--- config.mk ---
export PLATFORM = sky130hd
export DESIGN_NAME = cycle_sequencer
export DESIGN_NICKNAME = d
export VERILOG_FILES = /design/src/rtl/cycle_sequencer.sv
export SDC_FILE = /design/constraint.sdc
export NUM_CORES = 1
export LEC_CHECK = 0
export CORE_UTILIZATION = 63
export CTS_BUF_LIST = sky130_fd_sc_hd__clkbuf_4 sky130_fd_sc_hd__clkbuf_8 sky130_fd_sc_hd__clkbuf_16
export CTS_CLUSTER_SIZE = 24
export DETAILED_ROUTE_END_ITERATION = 16
export DONT_BUFFER_PORTS = 1
export GPL_ROUTABILITY_DRIVEN = 0
export MAX_ROUTING_LAYER = met4
export PLACE_DENSITY = 0.79
export SETUP_SLACK_MARGIN = 0.4
export SLEW_MARGIN = 10
export SYNTH_ARGS = -nofsm -noshare
export SYNTH_HDL_FRONTEND = slang
export SYNTH_SLANG_ARGS = --single-unit
--- constraint.sdc ---
create_clock -name clk -period 2.4 [get_ports clk]
set_input_delay 0.48 -clock clk [delete_from_list [all_inputs] [get_ports clk]]
set_output_delay 0.48 -clock clk [all_outputs]
set_load 0.05 [all_outputs]
--- src/rtl/cycle_sequencer.sv ---
// Run-control and step scheduler for the segment-cycle display animation.
// Build option CYCLE_SEQ_ONESHOT_EN: with auto_rev = 0, stop in IDLE after LAPS laps.
module cycle_sequencer #(
  parameter int unsigned TICK_DIV      = 12_500_000,
  parameter int unsigned STEPS_PER_LAP = 8,
  parameter int unsigned LAPS          = 2,
  parameter int unsigned DWELL_STEPS   = 4
) (
  input  logic       clk,
  input  logic       rst,
  input  logic       start,
  input  logic       stop,
  input  logic [1:0] speed,
  input  logic       auto_rev,
  output logic       step,
  output logic       up,
  output logic       active,
  output logic [3:0] lap_cnt
);

  localparam int unsigned TW = $clog2(TICK_DIV + 1);
  localparam int unsigned PW = $clog2(STEPS_PER_LAP);
  localparam int unsigned DW = $clog2(DWELL_STEPS + 1);

  localparam logic [1:0] IDLE = 2'd0;
  localparam logic [1:0] RUN  = 2'd1;
  localparam logic [1:0] HOLD = 2'd2;

  logic [1:0]    state_q, state_d;
  logic [TW-1:0] tick_q, tick_d;
  logic [1:0]    spd_q, spd_d;
  logic [PW-1:0] pos_q, pos_d;
  logic [DW-1:0] dwell_q, dwell_d;
  logic          turn_q, turn_d;
  logic          step_d, up_d, active_d;
  logic [3:0]    lap_d;
`ifdef CYCLE_SEQ_ONESHOT_EN
  logic          done_q, done_d;
`endif

  logic [TW-1:0] period_c;
  logic          term_c;
  logic [3:0]    lap_inc_c;

  // Step period follows the latched speed, never the live input.
  assign period_c  = TW'(TICK_DIV >> spd_q);
  assign term_c    = (tick_q == (period_c - TW'(1)));
  assign lap_inc_c = (lap_cnt == 4'hF) ? 4'hF : (lap_cnt + 4'd1);

  // Next-state and next-output logic.
  always_comb begin
    state_d  = state_q;
    tick_d   = tick_q;
    spd_d    = spd_q;
    pos_d    = pos_q;
    dwell_d  = dwell_q;
    lap_d    = lap_cnt;
    up_d     = up;
    step_d   = 1'b0;
    turn_d   = 1'b0;
    active_d = 1'b0;
`ifdef CYCLE_SEQ_ONESHOT_EN
    done_d   = done_q;
`endif

    // Direction flips the cycle after the turnaround step so it never shares a step cycle.
    if (turn_q) begin
      up_d = ~up;
    end

    if (state_q != IDLE) begin
      if (term_c) begin
        tick_d = '0;
        spd_d  = speed;
      end else begin
        tick_d = tick_q + TW'(1);
      end
    end

    case (state_q)
      IDLE: begin
        if (start && !stop) begin
          state_d = RUN;
          tick_d  = '0;
          spd_d   = speed;
`ifdef CYCLE_SEQ_ONESHOT_EN
          if (done_q) begin
            lap_d  = '0;
            done_d = 1'b0;
          end
`endif
        end
      end

      RUN: begin
        if (stop) begin
          state_d = IDLE;
        end else if (term_c) begin
          step_d = 1'b1;
          if (pos_q == PW'(STEPS_PER_LAP - 1)) begin
            pos_d = '0;
            if (auto_rev && (lap_inc_c >= 4'(LAPS))) begin
              lap_d   = '0;
              turn_d  = 1'b1;
              dwell_d = '0;
              state_d = HOLD;
            end else begin
              lap_d = lap_inc_c;
`ifdef CYCLE_SEQ_ONESHOT_EN
              if (!auto_rev && (lap_inc_c >= 4'(LAPS))) begin
                state_d = IDLE;
                done_d  = 1'b1;
              end
`endif
            end
          end else begin
            pos_d = pos_q + PW'(1);
          end
        end
      end

      HOLD: begin
        if (stop) begin
          state_d = IDLE;
        end else if (term_c) begin
          if (dwell_q == DW'(DWELL_STEPS - 1)) begin
            dwell_d = '0;
            state_d = RUN;
          end else begin
            dwell_d = dwell_q + DW'(1);
          end
        end
      end

      default: begin
        state_d = IDLE;
      end
    endcase

    if (state_d == IDLE) begin
      tick_d = '0;
    end
    active_d = (state_d != IDLE);
  end

  // State and output registers.
  always_ff @(posedge clk or posedge rst) begin
    if (rst) begin
      state_q <= IDLE;
      tick_q  <= '0;
      spd_q   <= '0;
      pos_q   <= '0;
      dwell_q <= '0;
      turn_q  <= 1'b0;
      step    <= 1'b0;
      up      <= 1'b1;
      active  <= 1'b0;
      lap_cnt <= '0;
`ifdef CYCLE_SEQ_ONESHOT_EN
      done_q  <= 1'b0;
`endif
    end else begin
      state_q <= state_d;
      tick_q  <= tick_d;
      spd_q   <= spd_d;
      pos_q   <= pos_d;
      dwell_q <= dwell_d;
      turn_q  <= turn_d;
      step    <= step_d;
      up      <= up_d;
      active  <= active_d;
      lap_cnt <= lap_d;
`ifdef CYCLE_SEQ_ONESHOT_EN
      done_q  <= done_d;
`endif
    end
  end

endmodule

==> results_dict.tcl <==
set metrics [dict create \
    status "complete, no violations" \
    placed_cells_incl_taps 309 \
    synth_top_area_cell "dfrtp_1" \
    fp.coreArea_sq_mm 0.00374 \
    ys_ff_latch 42 \
    syn_area_per_cell_sq_um 9.68 \
    synthArstFlopShare_pct 100 \
    r2r_start "spd_q[0]$_DFF_PP0_" \
    cts_buffers 5 \
    synth.net_count 272 \
    peakVddDrop_v 0.000511 \
    final_hold_viol_count 0 \
    yosysUniqueCellTypes 56 \
    pwr-share-seq_pct 52.8 \
    clock_path_buffers 2 \
    vias 2059 \
    synth-xor-area-share_pct 8.00 \
    grt_pass1_vias 2043 \
    critPathArrivalTime_ps 2360 \
    nets 297 \
    worstSetupPathType "reg2reg" \
    required_ps 2580 \
    synthTopCellsByCount "41 x dfrtp_1, 39 x nor2_1, 17 x inv_1, 14 x nand2_1" \
    fillCellCount 226 \
    slew_headroom_pct 57.8 \
    die_height_microns 65.2 \
    io_pins 14 \
    n_antenna_cell 0 \
    critPathLaunch "spd_q[0]$_DFF_PP0_" \
    finalCriticalPeriod_ps 2180 \
    via_per_inst 6.16 \
    ys_warn_count 0 \
    start_util_pct 67.2 \
    grt_first_pass_wirelength_mm 9.41 \
    grt_max_degree 26 \
    synth_compound_area_share_pct 13.7 \
    root_buffer "clkbuf_8" \
    area_growth_pct 19.9 \
    synth_flop_cell "dfrtp_1" \
    synth_edf_count 0 \
    pwr-share-clk_pct 35.0 \
    slew_viol_final 0 \
    drc 0 \
    cts_tree "yes" \
    drt_pre_antenna_iters 5 \
    leakagePower_nw 1.24 \
    dieWidth_microns 65.2 \
    antenna_found_initial 0 \
    finish.utilization_pct 80.6 \
    place_area_sq_mm 0.00264 \
    power-per-cell-area_mw_per_mm2 461 \
    start_kind "flop" \
    yosysMostFrequentCell "dfrtp_1" \
    io_buffers 0 \
    synth.top_cell.area_share_pct 40.8 \
    swShare_pct 24.8 \
    final_cells 334 \
    p_switching_mw 0.346 \
    final_cell_area_sq_mm 0.00302 \
    dp_hpwl_mm 3.57 \
    hold_buffers 0 \
    drv_cap 0 \
    clkLatencyLatePin_ps 300 \
    drt-wirelength-per-cell_microns 18.3 \
    synthMuxAreaShare_pct 3.58 \
    final.setup_skew_ps 11.8 \
    die_area_sq_mm 0.00425 \
    tns_ps 0 \
    synthSimpleGateAreaFrac_pct 25.4 \
    crit_path_end_kind "flop" \
    hp-class "in2async" \
    cp_max_fo 5 \
    num_rows 22 \
    overflow 0 \
    dr.first_iter.drc_count 205 \
    synth-adder-area-share_pct 2.49 \
    grt.total_usage_pct 30.6 \
    max_slew.worst_pin.slew_ps 630 \
    ys_seq_area_share_pct 41.8 \
    wl_mm 6.10 \
    rsz0062_at_grt "true" \
    ant_nets 0 \
    finalSetupViolations 0 \
    dp_slack_ps 162 \
    netlist_area_sq_mm 0.00252 \
    synth_top_family_by_area "simple AND/OR/NAND/NOR gates" \
    fmax_mhz 459 \
    p_int_mw 1.05 \
    cts.sinks 42 \
    syn_inst 260 \
    synthTopCellsByArea "dfrtp_1 41%, nor2_1 5.8%, xnor2_1 4.2%" \
    clk_pin_slew_ps 70 \
    htreeDepth 2 \
    fin_ws_ps 219 \
    final_layout_size_suffix_gt1_share_pct 29.0 \
    finalCritPeriodShare_pct 90.9 \
    pwr-share-comb_pct 12.2 \
]
## worst max-delay path, cell delays in order (launching register included)
cell	delay (ps)
dfrtp_1	420
buf_4	160
nand4b_1	120
a221oi_2	340
nand3_4	200
buf_6	180
nor4_4	310
mux2_4	340
## cell usage in the layout (no fill, tap or decap), drive strengths merged, types with 10 or more instances in the layout
cell   Yosys  final
nand2     15     15
nand3     14     14
buf        7     29
nor3      10     10
xor2      11     11
inv       17     16
dfrtp     41     41
nor2      39     39
a21oi     11     11
xnor2     12     12
## final timing paths
check,end,slack [ps],depth (start not counted)
setup / recovery,dwell_q[1]$_DFFE_PP0P_,220,7
hold / removal,turn_q$_DFF_PP0_,70,1
setup reg to reg,dwell_q[1]$_DFFE_PP0P_,220,7
hold reg to reg,up$_DFFE_PP1P_,410,1
max in group asynchronous,spd_q[1]$_DFF_PP0_,1610,2
min in group clk,step$_DFF_PP0_,250,1
## timing repair
item | 4_1_cts | 5_1_grt
endpoints found under the setup margin | 16 | 39
resized for setup | 16 | 13
setup buffers | 11 | 6
pin swaps | 11 | 10
## state kept, by name, summed over array words and instances, names as in the netlist
signal   flops
pos_q        3
state_q      2
step         1
dwell_q      3
lap_cnt      4
up           1
turn_q       1
tick_q      24
spd_q        2
active       1
## stage by stage
stage	power (mW)	hold slack, ps
6_report	1.39	72.8
5_1_grt	1.44	115
4_1_cts	1.38	75.5
3_5_place_dp	0.866	394
3_3_place_gp	0.863	388
2_1_floorplan	0.838	382
## cell families after synthesis
family                   after synthesis
multiplexers                           8
flip-flops                            42
AO/OA/AOI/OAI                         43
AND/OR/NAND/NOR                      111
buffers and inverters                 28
XOR/XNOR                              23
adder cells (fa/ha/maj)                5
## final cells by class
cell class,count,area [sq um],share of cell area (%)
Tap cell,48,60.1,1.99
Clock buffer,8,97.6,3.23
Multi-Input combinational cell,190,1470,48.7
Sequential cell,42,1060,35.0
Timing Repair Buffer,29,270,8.95
Inverter,17,63.8,2.11
## routing by layer
metal,track usage (%),part of all wire [%],vias to the layer above,wire length [microns]
met4,14.7,3.7,0,228
met3,7.99,6.7,25,406
met5,-,0,-,0
met2,46.1,48,94,2900
met1,38.5,42,980,2570
li1,-,-,960,-
## power by group through the flow
stage                     logic [mW]  registers (mW)  clock network, mW
after floorplan               0.0959           0.742                  0
after global placement         0.113           0.750                  0
after detailed placement       0.115           0.750                  0
after CTS                      0.148           0.734              0.497
after global routing           0.183           0.736              0.525
final                          0.170           0.735              0.488
Note: power is estimated with default switching activity, not from simulation.
